## src/rtl/dataslot_cmd_arbiter.sv

```systemverilog
// Round-robin arbiter sharing the APF target-dataslot command port between the MCU (r0) and a DMA engine (r1).
// Define DATASLOT_ARB_SYNC_EN to pass ack/done/err through 2-flop synchronizers before use.
module dataslot_cmd_arbiter #(
    parameter int unsigned PULSE_CYCLES   = 4,
    parameter logic [23:0] TIMEOUT_CYCLES = 24'hFFFFFF
) (
    input  logic        clk,
    input  logic        reset,

    input  logic        r0_req,
    input  logic        r0_write,
    input  logic [15:0] r0_id,
    input  logic [31:0] r0_slotoffset,
    input  logic [31:0] r0_bridgeaddr,
    input  logic [31:0] r0_length,
    output logic        r0_busy,
    output logic        r0_done,
    output logic [2:0]  r0_err,

    input  logic        r1_req,
    input  logic        r1_write,
    input  logic [15:0] r1_id,
    input  logic [31:0] r1_slotoffset,
    input  logic [31:0] r1_bridgeaddr,
    input  logic [31:0] r1_length,
    output logic        r1_busy,
    output logic        r1_done,
    output logic [2:0]  r1_err,

    output logic        target_dataslot_read,
    output logic        target_dataslot_write,
    output logic [15:0] target_dataslot_id,
    output logic [31:0] target_dataslot_slotoffset,
    output logic [31:0] target_dataslot_bridgeaddr,
    output logic [31:0] target_dataslot_length,
    input  logic        target_dataslot_ack,
    input  logic        target_dataslot_done,
    input  logic [2:0]  target_dataslot_err,

    output logic        owner,
    output logic        active
);

    localparam int PCW = (PULSE_CYCLES > 1) ? $clog2(PULSE_CYCLES) : 1;
    localparam logic [PCW-1:0] PULSE_LAST = PCW'(PULSE_CYCLES - 1);
    localparam logic [2:0] ERR_TIMEOUT = 3'b111;

    typedef enum logic [2:0] {
        S_IDLE      = 3'd0,
        S_ISSUE     = 3'd1,
        S_WAIT_ACK  = 3'd2,
        S_WAIT_DONE = 3'd3,
        S_COMPLETE  = 3'd4
    } state_t;

    state_t state_reg, state_next;

    logic           ack_in;
    logic           done_in;
    logic [2:0]     err_in;

`ifdef DATASLOT_ARB_SYNC_EN
    logic [1:0] ack_sync_reg;
    logic [1:0] done_sync_reg;
    logic [2:0] err_sync0_reg;
    logic [2:0] err_sync1_reg;

    always_ff @(posedge clk) begin
        if (reset) begin
            ack_sync_reg  <= '0;
            done_sync_reg <= '0;
            err_sync0_reg <= '0;
            err_sync1_reg <= '0;
        end else begin
            ack_sync_reg  <= {ack_sync_reg[0], target_dataslot_ack};
            done_sync_reg <= {done_sync_reg[0], target_dataslot_done};
            err_sync0_reg <= target_dataslot_err;
            err_sync1_reg <= err_sync0_reg;
        end
    end

    assign ack_in  = ack_sync_reg[1];
    assign done_in = done_sync_reg[1];
    assign err_in  = err_sync1_reg;
`else
    assign ack_in  = target_dataslot_ack;
    assign done_in = target_dataslot_done;
    assign err_in  = target_dataslot_err;
`endif

    // Requester parameters gathered into arrays so the grant can index them
    logic [1:0]  req_vec;
    logic [1:0]  write_vec;
    logic [15:0] id_vec   [2];
    logic [31:0] off_vec  [2];
    logic [31:0] addr_vec [2];
    logic [31:0] len_vec  [2];

    assign req_vec     = {r1_req, r0_req};
    assign write_vec   = {r1_write, r0_write};
    assign id_vec[0]   = r0_id;
    assign id_vec[1]   = r1_id;
    assign off_vec[0]  = r0_slotoffset;
    assign off_vec[1]  = r1_slotoffset;
    assign addr_vec[0] = r0_bridgeaddr;
    assign addr_vec[1] = r1_bridgeaddr;
    assign len_vec[0]  = r0_length;
    assign len_vec[1]  = r1_length;

    logic           owner_reg;
    logic           write_sel_reg;
    logic           last_grant_reg;
    logic           ack_seen_reg;
    logic [23:0]    tmo_cnt_reg;
    logic [PCW-1:0] pulse_cnt_reg;
    logic [15:0]    id_reg;
    logic [31:0]    off_reg;
    logic [31:0]    addr_reg;
    logic [31:0]    len_reg;

    logic [1:0]     pending;
    logic [2:0]     err_q [2];
    logic           grant;
    logic           timeout_hit;
    logic           err_load;
    logic [2:0]     err_load_val;
    logic [1:0]     done_vec;

    // Tie goes to whoever was not served last; otherwise the lone pending requester
    always_comb begin
        grant = 1'b0;
        if (pending == 2'b11) begin
            grant = ~last_grant_reg;
        end else if (pending[1]) begin
            grant = 1'b1;
        end
    end

    assign timeout_hit = (tmo_cnt_reg == TIMEOUT_CYCLES);

    genvar gi;
    generate
        for (gi = 0; gi < 2; gi++) begin : g_req
            logic       pending_reg;
            logic [2:0] err_reg;
            logic       mine;

            assign mine = (owner_reg == 1'(gi));

            // Completion clears before a new request can set, so a req in COMPLETE is dropped
            always_ff @(posedge clk) begin
                if (reset) begin
                    pending_reg <= 1'b0;
                    err_reg     <= 3'b000;
                end else begin
                    if (state_reg == S_COMPLETE && mine) begin
                        pending_reg <= 1'b0;
                    end else if (req_vec[gi]) begin
                        pending_reg <= 1'b1;
                    end
                    if (err_load && mine) begin
                        err_reg <= err_load_val;
                    end
                end
            end

            assign pending[gi] = pending_reg;
            assign err_q[gi]   = err_reg;
        end
    endgenerate

    always_ff @(posedge clk) begin
        if (reset) begin
            state_reg <= S_IDLE;
        end else begin
            state_reg <= state_next;
        end
    end

    always_comb begin
        state_next   = state_reg;
        err_load     = 1'b0;
        err_load_val = 3'b000;
        case (state_reg)
            S_IDLE: begin
                if (|pending) begin
                    state_next = S_ISSUE;
                end
            end
            S_ISSUE: begin
                if (timeout_hit) begin
                    state_next   = S_COMPLETE;
                    err_load     = 1'b1;
                    err_load_val = ERR_TIMEOUT;
                end else if (pulse_cnt_reg == PULSE_LAST) begin
                    state_next = S_WAIT_ACK;
                end
            end
            S_WAIT_ACK: begin
                if (timeout_hit) begin
                    state_next   = S_COMPLETE;
                    err_load     = 1'b1;
                    err_load_val = ERR_TIMEOUT;
                end else if (ack_seen_reg) begin
                    state_next = S_WAIT_DONE;
                end
            end
            S_WAIT_DONE: begin
                if (timeout_hit) begin
                    state_next   = S_COMPLETE;
                    err_load     = 1'b1;
                    err_load_val = ERR_TIMEOUT;
                end else if (!ack_in && done_in) begin
                    state_next   = S_COMPLETE;
                    err_load     = 1'b1;
                    err_load_val = err_in;
                end
            end
            S_COMPLETE: begin
                state_next = S_IDLE;
            end
            default: begin
                state_next = S_IDLE;
            end
        endcase
    end

    always_ff @(posedge clk) begin
        if (reset) begin
            owner_reg      <= 1'b0;
            write_sel_reg  <= 1'b0;
            last_grant_reg <= 1'b1;
            ack_seen_reg   <= 1'b0;
            tmo_cnt_reg    <= '0;
            pulse_cnt_reg  <= '0;
            id_reg         <= '0;
            off_reg        <= '0;
            addr_reg       <= '0;
            len_reg        <= '0;
        end else begin
            case (state_reg)
                S_IDLE: begin
                    if (|pending) begin
                        owner_reg     <= grant;
                        write_sel_reg <= write_vec[grant];
                        id_reg        <= id_vec[grant];
                        off_reg       <= off_vec[grant];
                        addr_reg      <= addr_vec[grant];
                        len_reg       <= len_vec[grant];
                        tmo_cnt_reg   <= '0;
                        pulse_cnt_reg <= '0;
                        ack_seen_reg  <= 1'b0;
                    end
                end
                S_ISSUE, S_WAIT_ACK, S_WAIT_DONE: begin
                    tmo_cnt_reg  <= tmo_cnt_reg + 24'd1;
                    ack_seen_reg <= ack_seen_reg | ack_in;
                    if (state_reg == S_ISSUE) begin
                        pulse_cnt_reg <= pulse_cnt_reg + 1'b1;
                    end
                end
                S_COMPLETE: begin
                    last_grant_reg <= owner_reg;
                end
                default: begin
                end
            endcase
        end
    end

    always_comb begin
        target_dataslot_read  = 1'b0;
        target_dataslot_write = 1'b0;
        done_vec              = 2'b00;
        active                = (state_reg != S_IDLE);
        if (state_reg == S_ISSUE) begin
            target_dataslot_read  = ~write_sel_reg;
            target_dataslot_write = write_sel_reg;
        end
        if (state_reg == S_COMPLETE) begin
            done_vec[owner_reg] = 1'b1;
        end
    end

    assign owner                      = owner_reg;
    assign target_dataslot_id         = id_reg;
    assign target_dataslot_slotoffset = off_reg;
    assign target_dataslot_bridgeaddr = addr_reg;
    assign target_dataslot_length     = len_reg;

    assign r0_busy = pending[0];
    assign r1_busy = pending[1];
    assign r0_done = done_vec[0];
    assign r1_done = done_vec[1];
    assign r0_err  = err_q[0];
    assign r1_err  = err_q[1];

endmodule

```

## config.mk

```make
export PLATFORM = sky130hd
export DESIGN_NAME = dataslot_cmd_arbiter
export DESIGN_NICKNAME = d
export VERILOG_FILES = /design/src/rtl/dataslot_cmd_arbiter.sv
export SDC_FILE = /design/constraint.sdc
export NUM_CORES = 1
export LEC_CHECK = 0
export CAP_MARGIN = 15
export CORE_MARGIN = 10
export CORE_UTILIZATION = 25
export CTS_CLUSTER_SIZE = 24
export DETAILED_ROUTE_END_ITERATION = 8
export GPL_TIMING_DRIVEN = 0
export HOLD_SLACK_MARGIN = 0.06
export PLACE_DENSITY = 0.58
export SYNTH_ARGS = -nofsm -noshare
export SYNTH_HDL_FRONTEND = slang
export SYNTH_SLANG_ARGS = --single-unit
```

## constraint.sdc

```tcl
create_clock -name clk -period 6.7 [get_ports clk]
set_clock_uncertainty 0.2 [all_clocks]
set_input_delay 1.34 -clock clk [delete_from_list [all_inputs] [get_ports clk]]
set_output_delay 1.34 -clock clk [all_outputs]
set_load 0.02 [all_outputs]
```

* Word level (Yosys, flattened, before mapping) *
Index checks and enable logic that the tools add are counted.

word-level totals
  register bits after elaboration = 153
  latch bits = 0
  memory bits (writable) = 0
  memory bits (read-only) = 0
  output and inout port bits = 126
  word-level logic and storage cells = 101
  memories = 0

operators by class
  add/sub/neg operators = 2
  multipliers = 0
  divide/modulo/power cells = 0
  order comparisons = 4
  equality and inequality tests = 12
  shifts and indexed selects = 0
  mux-type cells = 44
  bitwise operators = 5
  reduce and logical (&&, ||, !) cells = 19

operators with widths
  operator                 count
  $mux W32                 9
  $mux W16                 3
  $pmux W24 S2             1
  $mux W3                  10
  $add A24 B1 Y24 const B  1
  $eq A24 B24 Y1 const B   1
  $mux W24                 1
  $pmux W3 S4              1
  $mux W1                  11
  $ne A3 B3 Y1 const B     3
  $reduce_or A2 Y1         4
  $eq A3 B2 Y1 const B     2
  $logic_and A1 B1 Y1      6
  $mux W2                  3
  $pmux W3 S2              1
  $eq A2 B2 Y1 const B     2
  $lt A1 B2 Y1 const B     2
  $ne A2 B2 Y1 const B     2
  $pmux W1 S2              2
  $pmux W2 S2              1
  $reduce_and A2 Y1        2
  $reduce_and A4 Y1        1
  $eq A3 B1 Y1 const B     1
  $eq A3 B3 Y1 const B     1
  other kinds (13)         15

* Longest topological paths before layout *
  depth after elaboration = 6
  mapped depth = 7
  depth with buffers taken out = 5

* Worst setup path before layout *
Ideal clock, no wire load.

  kind = flip-flop to output port
  from = register owner_reg (netlist: owner)
  to = output r1_done
  arrival time = 1.130 ns
  slack = 4.030 ns
  stages on the path, launching flop included = 4
  buffers on the path = 1
  cells stage by stage = dfxtp_1 -> clkbuf_1 -> inv_1 -> nor2_1

between the ends
  cells in the longest elaborated chain, start to end = 5

RTL lines
  item                                                                       RTL line  source
  start, declared                                                            110       logic owner_reg;
  start signal, assigned                                                     244       owner_reg <= grant;
  $lt A1 B2 Y1 (not written as such) / $ge A1 B1 Y1 (equally long branches)  281       done_vec[owner_reg] = 1'b1;
  $logic_and A1 B1 Y1 (not written as such)                                  281
  $mux W1 (not written as such)                                              281
  $demux W1 S1 *                                                             281
  $mux W2 *                                                                  280       if (state_reg == S_COMPLETE) begin
  end, declared                                                              27        output logic r1_done,

Mark *: on every way between the ends. The rest lies on a longest branch, timed or not.

* Worst setup path after layout *
  from = register state_reg[1]
  to = output r1_done

between the ends
  cells in the longest elaborated chain, start to end = 2

RTL lines
  item                    RTL line  source
  start, declared         56        state_t state_reg, state_next;
  start signal, assigned  176       state_reg <= state_next;
  $eq A3 B3 Y1            280
  $mux W2                 280

No other way between the ends.

==> flow_summary.yaml <==
worst_setup_path:
  path_max_fanout: 10
  critical_path_class: "flip-flop to output pin"
  setup.worst_path.start: "state_reg[1]"
  worstPathRequired_ps: 5160
  crit_arrival_ps: 2280
  startpoint_type: "flip-flop"
  cp-end-kind: "output pin"
  reg2reg_from: "r1_busy"
cts:
  cts.path.max_buffers: 2
  cts.clk_slew.worst_paths_ps: 60
  cts_made_buffers: 17
  cts_tree: "built"
  cts_sinks: 153
  cts_root_buffer: "clkbuf_16"
  clock_latency_ps: 420
  cts_resized: 0
  ctsHoldBuffers: 0
  htreeDepth: 4
  cts_setup_buffers: 0
place:
  dp_slack_ps: 3021
  portBuffers: 360
  gp_congestion: 0.8109
  placed_area_mm2: 0.01104
  place_hpwl_mm: 24.71
yosys:
  syn_avg_cell_area_um2: 9.321
  synth_nets: 984
  synth_seq_cells: 153
  syn_area_mm2: 0.006963
  synth_edf_count: 0
  yosys_most_used_dff: "dfxtp_1"
  synth_cells: 747
  yosysUniqueCellTypes: 52
  yosysWarnings: 0
  seq_area_frac_synth_pct: 43.99
  synth-async-reset-ratio_pct: 0
sta:
  timing.slew.headroom_pct: 47.33
  tns_ps: 0
  setup_ws_ps: 2882
  worst_pin_slew_ps: 790.0
  slew_violations: 0
  rsz0062_at_grt: "false"
  finalSetupViolCount: 0
  max_freq_mhz: 261.9
  finalCriticalPeriod_ps: 3818
  hold_viol_final: 0
  period_share_pct: 56.98
layout:
  syn_to_final_growth_pct: 67.04
  drive_gt1_share_pct: 7.112
  finalNetCount: 1363
  final_cell_area_mm2: 0.01163
  diodes: 0
route:
  routed_wl_mm: 30.17
  ant_nets: 0
  first_pass_iters: 4
  wl_per_cell_um: 19.89
  drtIter0Drc: 386
  viasPerCell: 4.593
  drc: 0
  vias: 6967
floorplanning:
  num_rows: 61
  die_area_mm2: 0.03493
  ios: 361
  die_w_um: 186.9
  dieHeight_um: 186.9
  core_mm2: 0.02763
  start_util_pct: 25.20
worst_hold_path:
  hold_path.class: "flip-flop to flip-flop"
  hp-start: "r0_err[1]"
power_and_ir_drop:
  leakage_nw: 4.149
  power_density_mw_per_mm2: 242.2
  ir_worst_vdd_mv: 0.1331
global_route:
  grt_max_degree: 17
  antenna_found_initial: 1
  grt_pass1_vias: 7360
  overflow: 0
  track_usage_pct: 16.83
  grt_first_pass_wirelength_mm: 45.77
job:
  drv_cap: 0
status:
  run_status: "complete, no violations"
-- cells in the final DEF (no fill, tap or decap), types with 9 or more instances in the layout --
| master | instances |
|---|---|
| nand4_1 | 12 |
| nor2_1 | 134 |
| nand2b_1 | 10 |
| a21oi_1 | 12 |
| buf_2 | 33 |
| clkbuf_1 | 26 |
| nand2_1 | 19 |
| clkdlybuf4s50_1 | 360 |
| inv_1 | 9 |
| mux2i_1 | 119 |
| clkbuf_16 | 17 |
| a211oi_1 | 115 |
| dfxtp_1 | 153 |
| nand3_1 | 9 |
-- report_power, final --
group	leakage [nW]	total [W]	internal (W)	switching (W)
clock	0.282	0.000976	0.000560	0.000416
sequential	1.26	0.00105	0.00100	0.0000493
combinational	2.60	0.000790	0.000387	0.000403
-- cell usage after synthesis (2+ instances only) --
cell	instances	area share, %
o31ai_1	3	0.32
or2_2	4	0.36
o211ai_1	2	0.22
a211oi_1	115	12
a311oi_1	3	0.38
a21oi_1	12	0.86
o2bb2ai_1	2	0.25
and3_1	3	0.27
and2_1	2	0.18
a21boi_0	2	0.22
nor2_1	134	7.2
dfxtp_1	153	44
xor2_1	2	0.25
nand3b_1	3	0.32
nand4_1	12	1.1
mux2i_1	119	17
nor4_1	8	0.72
inv_1	9	0.49
o41ai_1	3	0.38
nand2_1	19	1.0
or3_2	2	0.22
buf_4	2	0.22
clkbuf_1	25	1.3
buf_6	2	0.32
ha_1	2	0.36
nor3_1	8	0.58
nand2b_1	10	0.90
o21ai_0	7	0.50
or4_1	3	0.32
or3_1	4	0.36
xnor2_1	3	0.38
nand3_1	9	0.65
and4_1	3	0.38
buf_2	33	2.4
o311ai_0	3	0.38
a2111o_1	2	0.32
a22oi_1	4	0.43
-- cell type report --
class	count	area (µm²)
fill	2806	16000
sequential	153	3063
inverter	9	33.78
buffer	63	300.3
multi-input combinational	522	3566
clock buffer	18	429.2
tap	378	473.0
clock inverter	14	162.7
timing repair buffer	360	3603
-- routing by layer --
metal	track usage (%)	part of all wire [%]	vias up
li1	-	-	3501
met1	18.64	40	3255
met2	30.31	53	197
met3	6.003	7.0	12
met4	3.381	0.58	2
met5	0	0.023	-
-- per-stage QoR --
step           power [W]  hold slack (ps)  utilization, %  std cells
2_1_floorplan   0.001432            231.0               -        747
3_3_place_gp    0.001867            251.0           39.96       1485
3_5_place_dp    0.001872            249.2           39.96       1485
4_1_cts         0.002864            269.1           42.10       1517
5_1_grt         0.002965            308.5           42.10       1517
6_report        0.002817            264.5           42.10       1517
-- worst max-delay path, cell delays in order (launching register included) --
cell	delay, ps
dfxtp_1	320
clkbuf_1	210
nor2_1	260
nand2_1	140
nor2_1	220
clkdlybuf4s50_1	700
-- final timing paths --
kind	endpoint	slack, ps	cells past startpoint
setup / recovery	r1_done	2880	5
hold / removal	r0_err[1]	260	1
setup reg to reg	target_dataslot_length[5]	3910	6
hold reg to reg	r0_err[1]	260	1
-- logic make-up (layout without fill, tap and decap cells) --
kind of cell,after synthesis,after routing,synth area share [%]
compound gates,165,165,17.54
xor+xnor,5,5,0.6290
fa+ha+maj,2,2,0.3593
buf+inv,72,464,4.798
flops,153,153,43.99
mux,119,119,17.11
simple gates,231,231,15.58
No activity file was read; power rests on OpenSTA's default activity.
